===== src/rtl/hazard_ctrl.sv =====
// Hazard controller: destination scoreboard, registered EX bypass selects,
// and stall/bubble generation for load-use, flush and data-memory waits.
module hazard_ctrl #(
  parameter int RF_AW    = 5,
  parameter int CNT_W    = 16,
  parameter int MAX_WAIT = 255
) (
  input  logic             clk,
  input  logic             rst,
  input  logic [RF_AW-1:0] p0_addr_ID,
  input  logic [RF_AW-1:0] p1_addr_ID,
  input  logic             re0_ID,
  input  logic             re1_ID,
  input  logic [RF_AW-1:0] dst_addr_ID,
  input  logic             rf_we_ID,
  input  logic             dm_re_ID,
  input  logic             flush_ID_EX,
  input  logic             dm_busy,
  output logic             stall_IM_ID,
  output logic             stall_ID_EX,
  output logic             stall_EX_DM,
  output logic             bubble_ID_EX,
  output logic             byp0_EX,
  output logic             byp1_EX,
  output logic             byp0_DM,
  output logic             byp1_DM,
  output logic [CNT_W-1:0] stall_cnt,
  output logic             dm_timeout
);

  localparam int WW = $clog2(MAX_WAIT + 1);

  typedef struct packed {
    logic             vld;
    logic             load;
    logic [RF_AW-1:0] dst;
  } sb_ex_t;

  typedef struct packed {
    logic             vld;
    logic [RF_AW-1:0] dst;
  } sb_dm_t;

  sb_ex_t          sb_ex;
  sb_dm_t          sb_dm;
  logic            m_ex0;
  logic            m_ex1;
  logic            m_dm0;
  logic            m_dm1;
  logic            lu;
  logic            kill;
  logic [WW-1:0]   wait_cnt;
  logic [WW-1:0]   wait_nxt;

  always_comb begin
    m_ex0 = re0_ID && sb_ex.vld && (sb_ex.dst == p0_addr_ID);
    m_ex1 = re1_ID && sb_ex.vld && (sb_ex.dst == p1_addr_ID);
    m_dm0 = re0_ID && sb_dm.vld && (sb_dm.dst == p0_addr_ID);
    m_dm1 = re1_ID && sb_dm.vld && (sb_dm.dst == p1_addr_ID);
    lu    = (m_ex0 || m_ex1) && sb_ex.load;
    kill  = flush_ID_EX || lu;
  end

  // Stalls are combinational and forced low while reset is asserted.
  always_comb begin
    stall_IM_ID  = 1'b0;
    stall_ID_EX  = 1'b0;
    stall_EX_DM  = 1'b0;
    bubble_ID_EX = 1'b0;
    if (!rst) begin
      if (dm_busy) begin
        stall_IM_ID = 1'b1;
        stall_ID_EX = 1'b1;
        stall_EX_DM = 1'b1;
      end else if (flush_ID_EX) begin
        bubble_ID_EX = 1'b1;
      end else if (lu) begin
        stall_IM_ID  = 1'b1;
        bubble_ID_EX = 1'b1;
      end
    end
  end

  always_comb begin
    wait_nxt = '0;
    if (dm_busy) begin
      if (wait_cnt == WW'(MAX_WAIT)) wait_nxt = wait_cnt;
      else                           wait_nxt = wait_cnt + WW'(1);
    end
  end

  always_ff @(posedge clk) begin
    if (rst) begin
      sb_ex      <= '0;
      sb_dm      <= '0;
      byp0_EX    <= 1'b0;
      byp1_EX    <= 1'b0;
      byp0_DM    <= 1'b0;
      byp1_DM    <= 1'b0;
      stall_cnt  <= '0;
      wait_cnt   <= '0;
      dm_timeout <= 1'b0;
    end else begin
      wait_cnt <= wait_nxt;
      if (wait_nxt == WW'(MAX_WAIT)) dm_timeout <= 1'b1;
      if (stall_IM_ID && (stall_cnt != '1))
        stall_cnt <= stall_cnt + CNT_W'(1);
      if (!dm_busy) begin
        sb_dm <= '{vld: sb_ex.vld, dst: sb_ex.dst};
        if (kill) begin
          sb_ex   <= '0;
          byp0_EX <= 1'b0;
          byp1_EX <= 1'b0;
          byp0_DM <= 1'b0;
          byp1_DM <= 1'b0;
        end else begin
          sb_ex <= '{vld:  rf_we_ID && (dst_addr_ID != '0),
                     load: dm_re_ID,
                     dst:  dst_addr_ID};
          byp0_EX <= m_ex0;
          byp1_EX <= m_ex1;
          byp0_DM <= m_dm0 && !m_ex0;
          byp1_DM <= m_dm1 && !m_ex1;
        end
      end
    end
  end

endmodule


===== config.mk =====
export PLATFORM = sky130hd
export DESIGN_NAME = hazard_ctrl
export DESIGN_NICKNAME = d
export VERILOG_FILES = /design/src/rtl/hazard_ctrl.sv
export SDC_FILE = /design/constraint.sdc
export NUM_CORES = 1
export LEC_CHECK = 0
export CELL_PAD_IN_SITES_DETAIL_PLACEMENT = 1
export CELL_PAD_IN_SITES_GLOBAL_PLACEMENT = 2
export CORE_MARGIN = 5
export CORE_UTILIZATION = 33
export DETAILED_ROUTE_END_ITERATION = 12
export PLACE_DENSITY_LB_ADDON = 0.1
export SYNTH_ARGS = -nofsm -noshare
export SYNTH_HDL_FRONTEND = slang
export SYNTH_SLANG_ARGS = --single-unit

===== constraint.sdc =====
create_clock -name clk -period 5.6 [get_ports clk]
set_clock_uncertainty 0.1 [all_clocks]
set_input_delay 1.68 -clock clk [delete_from_list [all_inputs] [get_ports clk]]
set_output_delay 1.68 -clock clk [all_outputs]
set_load 0.03 [all_outputs]

==> reports/qor.csv, run 1 <==
metric,value,unit
clockBufferDepth,2,
maxCapViolCount,0,
drive_above_1_share,8.824,%
start_util,33.89,%
synth-main-ff-cell,dfxtp_1,
clock_latency,300,ps
ys_types,46,
setup_ws,406.3,ps
yosysSeqAreaShare,36.72,%
synthToLayoutAreaGrowth,28.36,%
clk_pin_slew_worst_paths,80,ps
htree_levels,2,
gp_congestion,0.8132,
hpwl,4742,microns
power_frac_comb,12.8,%
critPathLaunch,flush_ID_EX,
die_x,93.30,microns
hold_path_class,reg2reg,
cts_sinks,42,
fill_cells,818,
hold_viol,0,
swShare,26.25,%
ir_drop,0.1261,mV
yosys_warnings,0,
total_power,0.5990,mW
dieArea,8704,sq um
worst_slew_pin_slew,840.3,ps
pwr-share-clk,35.0,%
cts_tree,built,
grt_antenna_before_repair,0,
path_class,in2out,
cts_resized,0,
synth.avg_cell_area,8.875,sq um
synth_top_cell_by_area,dfxtp_1,
drt-total-wl,6244,microns
critPathMaxFanout,9,
grt_util_all_layers,15.29,%
fin_crit_sh,92.74,%
first_iter_violations,76,
post_cts_buffers,0,
grt-ovfl-total,0,
p_leak,1.087,nW
ys_seq_elements,42,
numCtsBuffers,5,
vias,2061,
cp.arrival,3410,ps
p_int,0.4418,mW
row_count,30,
syn-num-nets,283,
grt_max_degree,35,
post-route-min-period,5194,ps
remaining_drc_errors,0,
post-place-ws,409.5,ps
cts_root_buf,clkbuf_8,
dr.pass1.iters,4,
final-setup-viol-count,0,
max_slew_margin,43.87,%
grt_pass1_wl,10700,microns
num_io_pins,48,
post_drt_wl_per_cell,16.18,microns
reg2reg_from,sb_ex[5],
hp-start,byp1_DM,
power_density,203.8,nW/um^2
finalSetupTns,0,ps
synth_top_area_share,36.72,%
rsz0062_at_grt,no,
cp-end-kind,primary output,
multi_input_area,1393,sq um
antenna_cells,0,
synth_edf_count,0,
required,3820,ps
crit_path_start_kind,input port,
via_per_inst,5.339,
portBuffers,47,
syn_inst,258,
pwr-share-seq,52.2,%
synth.area.top_cells,"dfxtp_1, mux2i_1, nor2_1",
seq_area,840.8,sq um
slew_violations,0,
fmax,0.1925,GHz
hold-worst-slack,356.0,ps
die_h,93.30,microns
async_reset_ff_share,0,%
ant_nets,0,
switchingPower,0.1572,mW
grt_pass1_vias,2112,
status,finished clean,
cts_hold_buf,0,
nets,330,
netlist_area,2290,sq um
fp.coreArea,6756,sq um
## cell type report
cell class	count	share of cell area (%)
Tap cell	80	3.406
Timing Repair Buffer	52	17.11
Multi-Input combinational cell	202	47.38
Inverter	2	0.2554
Sequential cell	42	28.61
Clock buffer	6	2.810
Clock inverter	2	0.4257
## placed cells by master (no fill, tap or decap), drive strengths merged, types with 2 or more instances in the layout
master,instances
mux2,9
and4,8
o2111ai,2
xnor2,12
dfxtp,42
nor2b,8
ha,2
a31oi,4
and2,2
clkinv,2
a211o,4
xor2,11
clkdlybuf4s50,45
o211ai,2
and3,3
buf,7
mux2i,13
nand4,8
nor3,4
clkbuf,6
a22o,7
nand2b,8
nor3b,2
nor2,29
o21a,2
o21ai,9
nand2,15
a22oi,3
a21oi,4
or3,2
a211oi,5
nand3,14
nor4,2
## cell usage after synthesis (10+ instances only)
cell type  number
mux2i_1        13
nand2_1        15
xnor2_1        12
xor2_1         11
clkbuf_1       10
dfxtp_1        42
nor2_1         29
nand3_1        14
## power groups by stage
stage | clock network (mW) | registers [mW] | logic (mW)
after floorplan | 0 | 0.322 | 0.0365
after global placement | 0 | 0.320 | 0.0770
after detailed placement | 0 | 0.320 | 0.0772
after CTS | 0.220 | 0.313 | 0.0779
after global routing | 0.231 | 0.314 | 0.0838
final | 0.210 | 0.313 | 0.0767
## worst max-delay path, stage by stage
cell and delay (ps):
clkdlybuf4s50_1 490, or3b_1 470, nor3b_2 290, a22oi_2 210, nand2_1 110, buf_4 160
## state kept, by name (all words and copies together) (netlist names)
signal / flops
byp0_DM: 1
byp0_EX: 1
byp1_DM: 1
byp1_EX: 1
dm_timeout: 1
sb_dm: 6
sb_ex: 7
stall_cnt: 16
wait_cnt: 8
## stage by stage
stage | area (sq um) | cells | utilization (%)
after floorplan | 2290 | 258 | -
after global placement | 2844 | 378 | 42.09
after detailed placement | 2844 | 378 | 42.09
after CTS | 2939 | 386 | 43.50
after global routing | 2939 | 386 | 43.50
final | 2939 | 386 | 43.50
## cells by family (layout without fill, tap and decap cells)
logic type	Yosys count	after routing	share of synthesized area, %
buffers and inverters	14	62	2.459
adders and majority gates	2	2	1.093
and+or+nand+nor	107	107	25.03
xor gates and xnor gates	23	23	8.798
AOI/OAI and AO/OA	48	48	15.63
muxes	22	22	10.27
DFF	42	42	36.72
## routing by layer
metal  part of all wire, %  up-vias  global-route usage (%)
met5                     0        -                       0
met4                   1.2        0                   4.396
met3                   3.4        5                   3.218
met2                    47       33                   24.90
met1                    49      978                   20.29
li1                      -     1045                       -
## worst paths after layout
| kind | cells after the start | slack (ps) | to |
|---|---|---|---|
| setup / recovery | 6 | 410 | stall_IM_ID |
| hold / removal | 2 | 360 | byp1_DM |
| setup reg to reg | 5 | 3380 | stall_cnt[15] |
| hold reg to reg | 2 | 360 | byp1_DM |
Power figures use the tool's default switching activity.
==> run 2: changes to the inputs <==
CELL_PAD_IN_SITES_DETAIL_PLACEMENT = unset   (was 1)
CELL_PAD_IN_SITES_GLOBAL_PLACEMENT = unset   (was 2)
CORE_UTILIZATION = 50   (was 33)
PLACE_DENSITY = 0.78   (was unset)
PLACE_DENSITY_LB_ADDON = unset   (was 0.1)
==> run 2 against run 1 <==
  * Count of clock-buffer cells in the layout increased by 2
  * Combinational power decreased by 2%
  * Register-to-register slack improved by 20 ps
  * Critical path type unchanged
  * Via count increased by 0.34%
  * Non-clock buffer count unchanged
  * Highest routed layer unchanged
  * Largest power group unchanged
  * Largest cell class unchanged
==> reports/qor.csv, run 2 (synthesized netlist as in run 1, its figures left out) <==
metric,value,unit,change
status,finished clean,,
critPathLaunch,rst,,
power_density,208.4,nW/um^2,+2.2%
cts_root_buf,clkbuf_8,,
via_per_inst,5.777,,+8.2%
finalSetupTns,0,ps,unchanged
hold_path_class,reg2reg,,
dp_cells,350,,-7.4%
drt-total-wl,5370,microns,-14%
rr_endpoint,stall_cnt[8],,
required,3820,ps,about the same
die_h,77.67,microns,-17%
worst_slew_pin_slew,801.8,ps,-38.47 ps
final_common_cell,clkdlybuf4s50_1,,
cts_hold_buf,0,,unchanged
use_met1,24.34,%,+4.0 points
pwr-share-seq,51.3,%,-0.9 points
post_cts_buffers,0,,unchanged
dieArea,6033,sq um,-31%
portBuffers,47,,unchanged
cts_resized,0,,unchanged
drive_above_1_share,8.497,%,-0.33 points
clock_latency,290,ps,about the same
path_class,in2out,,
gr-usage-met2,30.30,%,+5.4 points
multi_input_area,1393,sq um,unchanged
hold_viol,0,,unchanged
fin_crit_sh,92.74,%,about the same
clockBufferDepth,2,,unchanged
pwr-share-clk,36.4,%,+1.4 points
crit_path_start_kind,input port,,
final-setup-viol-count,0,,unchanged
crit_end,stall_ID_EX,,
htree_levels,2,,unchanged
vias,2068,,+0.34%
post-route-min-period,5193,ps,-0.2100 ps
switchingPower,0.1423,mW,-9.5%
antenna_cells,0,,unchanged
grt_pass1_vias,2036,,-3.6%
clk_pin_slew_worst_paths,80,ps,about the same
cp-end-kind,primary output,,
nets,330,,unchanged
grt-ovfl-total,0,,unchanged
num_io_pins,48,,unchanged
fin_cells,358,,-7.3%
grt_util_all_layers,18.67,%,+3.4 points
largest_reg_flops,16,,unchanged
power_frac_comb,12.3,%,-0.5 points
start_util,52.23,%,+18 points
grt_util_met3,4.630,%,+1.4 points
top_register,stall_cnt,,
p_int,0.4670,mW,+5.7%
numCtsBuffers,5,,unchanged
p_leak,1.111,nW,+2.3%
maxCapViolCount,0,,unchanged
fmax,0.1926,GHz,about the same
hpwl,4069,microns,-14%
slew_violations,0,,unchanged
rr_worst_depth,5,,unchanged
die_x,77.67,microns,-17%
cts_tree,built,,
cts_sinks,42,,unchanged
ir_drop,0.1953,mV,+55%
cp.arrival,3410,ps,about the same
rsz0062_at_grt,no,,
row_count,24,,-20%
reg2reg_from,sb_ex[5],,
critPathMaxFanout,10,,+1
swShare,23.35,%,-2.9 points
mostFrequentLayoutCells,"clkdlybuf4s50_1, dfxtp_1, nor2_1",,
dr.pass1.iters,4,,unchanged
grt_max_degree,21,,-40%
fill_cells,372,,-55%
max_slew_margin,46.44,%,+2.6 points
grt_antenna_before_repair,0,,unchanged
synthToLayoutAreaGrowth,27.70,%,
gp_congestion,0.8690,,+6.9%
post_drt_wl_per_cell,15.00,microns,-7.3%
seq_area,840.8,sq um,unchanged
fp.coreArea,4384,sq um,-35%
remaining_drc_errors,0,,unchanged
rrSetupSlack,3400,ps,+20 ps
ant_nets,0,,unchanged
grt_pass1_wl,9473,microns,-11%
top_regs,"stall_cnt: 16 flops, wait_cnt: 8 flops, sb_ex: 7 flops",,
first_iter_violations,100,,+32%
grt-busiest-layer,met2,,
## run 2: cell types whose count changed in the layout (fill, tap and decap cells not counted), sizes merged
| cell | change |
|---|---|
| clkinv | -1 |
| dlymetal6s2s | +1 |
| clkinvlp | -1 |
| clkbuf | +2 |
| buf | -1 |
## run 2: worst max-delay path: stages
cell             delay [ps]
clkdlybuf4s50_1         520
nand2b_1                160
clkinv_1                320
clkdlybuf4s50_1         720
## run 2: power groups by stage
| stage | combinational [mW] | sequential [mW] | clock [mW] |
|---|---|---|---|
| 6_report | 0.0751 | 0.313 | 0.222 |
| 5_1_grt | 0.0818 | 0.314 | 0.242 |
| 4_1_cts | 0.0754 | 0.312 | 0.228 |
| 3_5_place_dp | 0.0749 | 0.319 | 0 |
| 3_3_place_gp | 0.0739 | 0.319 | 0 |
| 2_1_floorplan | 0.0365 | 0.322 | 0 |
## run 2: how the worst min path moves through the flow
stage | startpoint | endpoint | cells after the start
6_report | byp1_DM | byp1_DM | 2
3_3_place_gp | byp1_DM | byp1_DM | 2
5_1_grt | byp1_DM | byp1_DM | 2
3_5_place_dp | byp1_DM | byp1_DM | 2
4_1_cts | byp1_DM | byp1_DM | 2
2_1_floorplan | wait_cnt[1] | wait_cnt[1] | 2
## run 2: final cells by class
cell class | instances | area share, %
Inverter | 2 | 0.2567
Clock buffer | 8 | 3.766
Timing Repair Buffer | 52 | 17.37
Sequential cell | 42 | 28.75
Multi-Input combinational cell | 202 | 47.63
Tap cell | 52 | 2.225
## run 2: metal layers
layer / vias to the layer above / wire length, microns
met2: 42 / 2523
met5: - / 0
met1: 973 / 2541
met4: 0 / 80
met3: 9 / 225
li1: 1044 / -
## run 2: metrics by stage
step | hold WS [ps] | utilization [%] | total power, mW | setup WS (ps) | instance area, sq um
final | 361.2 | 66.70 | 0.6093 | 406.6 | 2924
after global routing | 393.0 | 66.70 | 0.6377 | 315.9 | 2924
after CTS | 364.3 | 66.64 | 0.6157 | 115.3 | 2922
after detailed placement | 345.6 | 64.13 | 0.3943 | 122.9 | 2811
after global placement | 341.2 | 64.13 | 0.3933 | 135.7 | 2811
after floorplan | 362.1 | - | 0.3581 | 839.9 | 2290
